==> src/rtl/cmos_capture_pkg.sv <==
// cmos_capture_pkg: shared types, constants and helpers for the CMOS pixel capture block
package cmos_capture_pkg;
  typedef enum logic [1:0] {IDLE, WAIT_FRAME, ACTIVE} state_e;
  localparam int SYNC_DEPTH = 2;
  function automatic logic [2:0] decim_mask(input logic [1:0] d);
    return 3'((4'd1 << d) - 4'd1);
  endfunction
endpackage

==> src/rtl/cmos_sync_edge.sv <==
// cmos_sync_edge: multi-flop synchroniser with a history flop for rise/fall detection
module cmos_sync_edge
  import cmos_capture_pkg::*;
#(
  parameter int W = 1
) (
  input  logic         clk,
  input  logic         rst_n,
  input  logic [W-1:0] d_i,
  output logic [W-1:0] q_o,
  output logic [W-1:0] rise_o,
  output logic [W-1:0] fall_o
);
  logic [SYNC_DEPTH-1:0][W-1:0] sync_q;
  logic [W-1:0]                 hist_q;
  // shift raw pins through the synchroniser and keep the previous synced value
  always_ff @(posedge clk) begin
    if (!rst_n) begin
      sync_q <= '0;
      hist_q <= '0;
    end else begin
      sync_q <= {sync_q[SYNC_DEPTH-2:0], d_i};
      hist_q <= sync_q[SYNC_DEPTH-1];
    end
  end
  assign q_o    = sync_q[SYNC_DEPTH-1];
  assign rise_o = q_o & ~hist_q;
  assign fall_o = ~q_o & hist_q;
endmodule

==> src/rtl/cmos_pixel_capture.sv <==
// cmos_pixel_capture: DVP sensor capture with crop, decimation and a one-entry valid/ready output
module cmos_pixel_capture
  import cmos_capture_pkg::*;
#(
  parameter int BPP   = 2,
  parameter int X_W   = 11,
  parameter int Y_W   = 10,
  parameter int CNT_W = 16
) (
  input  logic               clk,
  input  logic               rst_n,
  input  logic               enable,
  input  logic               single_shot,
  input  logic [X_W-1:0]     crop_x0,
  input  logic [X_W-1:0]     crop_x1,
  input  logic [Y_W-1:0]     crop_y0,
  input  logic [Y_W-1:0]     crop_y1,
  input  logic [1:0]         decim,
  input  logic               clear_status,
  input  logic               cmos_pclk,
  input  logic               cmos_href,
  input  logic               cmos_vsync,
  input  logic [7:0]         cmos_db,
  output logic [8*BPP-1:0]   m_data,
  output logic               m_valid,
  input  logic               m_ready,
  output logic               m_sof,
  output logic               m_eol,
  output logic               busy,
  output logic               frame_done,
  output logic               overflow,
  output logic [CNT_W-1:0]   drop_count,
  output logic [CNT_W-1:0]   frame_count
);
  logic [2:0]         ctl_s, ctl_r, ctl_f;
  logic [7:0]         db_s;
  state_e             state_q;
  logic [X_W-1:0]     x_q;
  logic [Y_W-1:0]     y_q;
  logic [1:0]         bidx_q;
  logic [8*BPP-1:0]   asm_q, m_data_q;
  logic               sof_pend_q, shot_done_q, m_valid_q, m_sof_q, m_eol_q, overflow_q, fdone_q;
  logic [CNT_W-1:0]   drop_q, fcount_q;
  logic [8*BPP+7:0]   shift;
  logic [8*BPP-1:0]   pix;
  logic [2:0]         dm;
  logic               pclk_rise, href_s, href_fall, vs_rise, vs_fall;
  logic               keep, byte_ev, pix_done, emit, load, drop;

  cmos_sync_edge #(.W(3)) u_ctl (
    .clk    (clk),
    .rst_n  (rst_n),
    .d_i    ({cmos_pclk, cmos_href, cmos_vsync}),
    .q_o    (ctl_s),
    .rise_o (ctl_r),
    .fall_o (ctl_f)
  );

  cmos_sync_edge #(.W(8)) u_db (
    .clk    (clk),
    .rst_n  (rst_n),
    .d_i    (cmos_db),
    .q_o    (db_s),
    .rise_o (),
    .fall_o ()
  );

  assign pclk_rise = ctl_r[2];
  assign href_s    = ctl_s[1];
  assign href_fall = ctl_f[1];
  assign vs_rise   = ctl_r[0];
  assign vs_fall   = ctl_f[0];
  assign shift     = {asm_q, db_s};
  assign pix       = shift[8*BPP-1:0];
  assign dm        = decim_mask(decim);
  assign keep      = x_q >= crop_x0 && x_q <= crop_x1 && y_q >= crop_y0 && y_q <= crop_y1 &&
                     (x_q[2:0] & dm) == 3'd0 && (y_q[2:0] & dm) == 3'd0;
  assign byte_ev   = state_q == ACTIVE && !vs_rise && !href_fall && pclk_rise && href_s;
  assign pix_done  = byte_ev && bidx_q == 2'(BPP-1);
  assign emit      = pix_done && keep;
  assign load      = emit && (!m_valid_q || m_ready);
  assign drop      = emit && !load;

  // frame/line/byte sequencing, output register and status counters
  always_ff @(posedge clk) begin
    if (!rst_n) begin
      state_q     <= IDLE;
      x_q         <= '0;
      y_q         <= '0;
      bidx_q      <= '0;
      asm_q       <= '0;
      sof_pend_q  <= 1'b0;
      shot_done_q <= 1'b0;
      m_data_q    <= '0;
      m_valid_q   <= 1'b0;
      m_sof_q     <= 1'b0;
      m_eol_q     <= 1'b0;
      overflow_q  <= 1'b0;
      drop_q      <= '0;
      fcount_q    <= '0;
      fdone_q     <= 1'b0;
    end else begin
      fdone_q <= 1'b0;
      if (!enable || !single_shot) shot_done_q <= 1'b0;
      if (m_valid_q && m_ready) m_valid_q <= 1'b0;
      if (load) begin
        m_data_q  <= pix;
        m_sof_q   <= sof_pend_q;
        m_eol_q   <= x_q == crop_x1;
        m_valid_q <= 1'b1;
      end
      if (emit) sof_pend_q <= 1'b0;
      if (clear_status) begin
        overflow_q <= 1'b0;
        drop_q     <= '0;
      end else if (drop) begin
        overflow_q <= 1'b1;
        if (~&drop_q) drop_q <= drop_q + CNT_W'(1);
      end
      case (state_q)
        IDLE: if (enable && !shot_done_q) state_q <= WAIT_FRAME;
        WAIT_FRAME:
          if (vs_fall) begin
            x_q        <= '0;
            y_q        <= '0;
            bidx_q     <= '0;
            sof_pend_q <= 1'b1;
            state_q    <= ACTIVE;
          end else if (!enable) state_q <= IDLE;
        ACTIVE:
          if (vs_rise) begin
            bidx_q   <= '0;
            fdone_q  <= 1'b1;
            fcount_q <= fcount_q + CNT_W'(1);
            state_q  <= (single_shot || !enable) ? IDLE : WAIT_FRAME;
            if (single_shot) shot_done_q <= 1'b1;
          end else if (href_fall) begin
            bidx_q <= '0;
            x_q    <= '0;
            if (x_q != '0) y_q <= y_q + Y_W'(1);
          end else if (byte_ev) begin
            asm_q  <= pix;
            bidx_q <= pix_done ? 2'd0 : bidx_q + 2'd1;
            if (pix_done) x_q <= x_q + X_W'(1);
          end
        default: state_q <= IDLE;
      endcase
    end
  end

  assign m_data      = m_data_q;
  assign m_valid     = m_valid_q;
  assign m_sof       = m_sof_q;
  assign m_eol       = m_eol_q;
  assign busy        = state_q != IDLE;
  assign frame_done  = fdone_q;
  assign overflow    = overflow_q;
  assign drop_count  = drop_q;
  assign frame_count = fcount_q;
endmodule

==> config.mk <==
export PLATFORM = sky130hd
export DESIGN_NAME = cmos_pixel_capture
export DESIGN_NICKNAME = d
export VERILOG_FILES = /design/src/rtl/cmos_capture_pkg.sv /design/src/rtl/cmos_sync_edge.sv /design/src/rtl/cmos_pixel_capture.sv
export SDC_FILE = /design/constraint.sdc
export NUM_CORES = 1
export LEC_CHECK = 0
export ABC_AREA = 1
export BUFFER_PORTS_ARGS = -buffer_cell sky130_fd_sc_hd__buf_4
export CORE_MARGIN = 5
export CORE_UTILIZATION = 60
export CTS_CLUSTER_DIAMETER = 60
export DETAILED_ROUTE_END_ITERATION = 7
export PLACE_DENSITY = 0.85
export SYNTH_ARGS = -nofsm -noshare
export SYNTH_HDL_FRONTEND = slang
export SYNTH_SLANG_ARGS = --single-unit
==> constraint.sdc <==
create_clock -name clk -period 4.7 [get_ports clk]
set_input_delay 0.94 -clock clk [delete_from_list [all_inputs] [get_ports clk]]
set_output_delay 0.94 -clock clk [all_outputs]
set_load 0.005 [all_outputs]
==> impl_metrics.toml <==
[critical_path]
critPathMaxFanout = 13
slowest_delay_ps = 370
startpoint = "state_q[0]"
crit_path_start_kind = "register"
cp.required_ps = 5120
slowest_stage = "ha_1"
worstPathCellList = "inv_1, ha_1, inv_1, nand2_1, a21boi_0, nand2_1, nand2_1, nand2_1, o21ai_0, nor3b_1"
worst-setup-path-type = "register to register"
r2r_end = "x_q[5]"
r2r_start = "state_q[0]"
crit_arrival_ps = 3030
cp-end-kind = "register"
crit_top_cell = "nand2_1"
reg2regPathDepth = 10
r2r_setup_slack_ps = 2100

[global_route]
grt_pass1_vias = 5608
grtUsageTotal_pct = 23.3
grt_overflow_total = 0
antenna_found_initial = 0
grt_start_max_net_pins = 67
grt_pass1_wl_um = 24500

[min_path]
whs_endpoint = "u_db.q_o[4]"
hold_start = "u_db.sync_q[4]"
min_path_type = "register to register"
min_path_cells = 2

[yosys]
synth_top_area_share_pct = 37.2
synth_most_common_cell = "nand2_1"
synth_top_cell_by_area = "dfxtp_1"
postSynthAreaPerCell_um2 = 7.07
synth-seq-cells = 113
yosysUniqueCellTypes = 44
yosys-top-cells-area = "dfxtp_1 37%, ha_1 11%, nand2_1 11%, inv_1 9.0%, nor2_1 7.8%"
postSynthCellCount = 860
synth_async_sr_flop_share_pct = 0
synth_commonest_cells = "170 x nand2_1, 146 x inv_1, 127 x nor2_1"
synth_edf_count = 0
yosys_warnings = 0
synth_fp_nets = 972
seq_area_frac_synth_pct = 37.2
netlist_area_mm2 = 0.00608
synth_flop_cell = "dfxtp_1"

[finish]
final_nets = 1090
fillers = 779
syn_to_final_growth_pct = 24.0
fin_area_mm2 = 0.00754
fin_cells = 1123
multi_input_area_mm2 = 0.00316
seqCellArea_mm2 = 0.00226
diodes = 0
layout-drive-gt1-share_pct = 17.7

[cts]
clk_latency_ps = 500
cts_resized = 0
cts.path.max_buffers = 2
root_buffer = "clkbuf_8"
cts.sinks = 113
post-cts-setup-buffers = 0
htreeDepth = 4
hold_buffers = 0
cts_buffers = 17
clk_pin_slew_ps = 60
cts_tree = "done"

[route]
via_per_inst = 5.14
wl_met2_um = 6920
routed.top_layer = "met4"
route.detailed.drc = 0
wl_per_cell_um = 12.4
wl_met3_um = 854
dr.first_iter.drc_count = 279
met1_length_um = 5970
drt_pass1_iterations = 5
ant_nets = 0
wl_um = 13900
vias = 5773

[placement]
dpl.hpwl_um = 10000
dpl_cell_area_mm2 = 0.00702
io_buffers = 114
gp_congestion = 0.856
dp_cells = 1092

[timing]
slew_headroom_pct = 28.2
min_period_ps = 2600
grt_setup_unrepaired = "false"
worst-slew-pin-transition_ps = 1070
tns_ps = 0
setup_viol = 0
fin_crit_sh_pct = 55.4
finClkSkew_ps = 11.1
final.hold.worst_slack_ps = 413
drv_slew = 0
max_freq_mhz = 384
hold_viol_final = 0

[die]
die_x_um = 111
core_mm2 = 0.00982
die_h_um = 111
initial_core_util_pct = 61.9
row_count = 36
dieArea_mm2 = 0.0122
ios = 115

[pwr]
ir_drop_v = 0.000295
powerDensity_mw_per_mm2 = 344
p_leak_nw = 3.83

[status]
status = "finished clean"

[run]
cap_violations = 0
area by class of cell:
type | instances | share of cell area (%)
multi-input combinational | 582 | 41.9
sequential | 113 | 30.0
timing repair buffer | 115 | 11.5
inverter | 149 | 7.47
clock buffer | 17 | 5.50
tap | 133 | 2.21
clock inverter | 14 | 1.41
metal layers:
layer  track usage, %  vias to the layer above
li1                 -                     2968
met1             27.3                     2608
met2             41.1                      178
met3             6.35                       19
met4             7.31                        0
met5                0                        -
power by group:
part / switching [W] / internal [W] / leakage (nW)
clock: 0.000474 / 0.000650 / 0.248
combinational: 0.000290 / 0.000152 / 2.66
sequential: 0.0000329 / 0.000993 / 0.916
how the worst max path moves through the flow:
stage	depth (start not counted)	slack, ps	end
after floorplan	14	2160	m_data[11]
after global routing	10	1730	x_q[5]
after CTS	10	2100	x_q[5]
after global placement	14	1810	m_data[0]
after detailed placement	14	1750	m_data[15]
final	10	2100	x_q[5]
state kept, by name, summed over array words and instances (netlist names):
register	flops
asm_q	8
bidx_q	2
drop_count	16
frame_count	16
frame_done	1
m_data	16
m_eol	1
m_sof	1
m_valid	1
overflow	1
shot_done_q	1
sof_pend_q	1
state_q	2
u_ctl.hist_q	3
u_ctl.q_o	3
u_ctl.sync_q	3
u_db.q_o	8
u_db.sync_q	8
x_q	11
y_q	10
cell usage in the layout (no fill, tap or decap), drive strengths merged, types with 16 or more instances in the layout:
| master | count |
|---|---|
| o21ai | 46 |
| nand2 | 173 |
| ha | 51 |
| a21oi | 52 |
| clkbuf | 17 |
| dfxtp | 113 |
| nor3 | 22 |
| nand3 | 39 |
| buf | 115 |
| nand4 | 16 |
| inv | 154 |
| nor2 | 141 |
cell families (layout without fill, tap and decap cells):
kind of cell	count (synthesis)	after routing	share of synthesized area, %
AND/OR/NAND/NOR	402	402	29.3
buffers and inverters	165	295	10.8
AO/OA/AOI/OAI	119	119	10.7
flip-flops	113	113	37.2
adder cells (fa/ha/maj)	51	51	10.5
XOR/XNOR	10	10	1.44
metrics by stage:
step	setup slack [ps]	power, W	util (%)
floorplan	2160	0.00135	-
global placement	1810	0.00146	71.4
detailed placement	1750	0.00147	71.4
CTS	2100	0.00260	76.7
global route	1730	0.00273	76.7
finish	2100	0.00259	76.7
worst max-delay path: cells and delay by family, from the launching register on:
| family | cells | cell delay [ps] |
|---|---|---|
| adder cells (fa/ha/maj) | 1 | 370 |
| buffers and inverters | 2 | 410 |
| flip-flops | 1 | 360 |
| AO/OA/AOI/OAI | 2 | 470 |
| AND/OR/NAND/NOR | 5 | 920 |
Note: power is estimated with default switching activity, not from simulation.
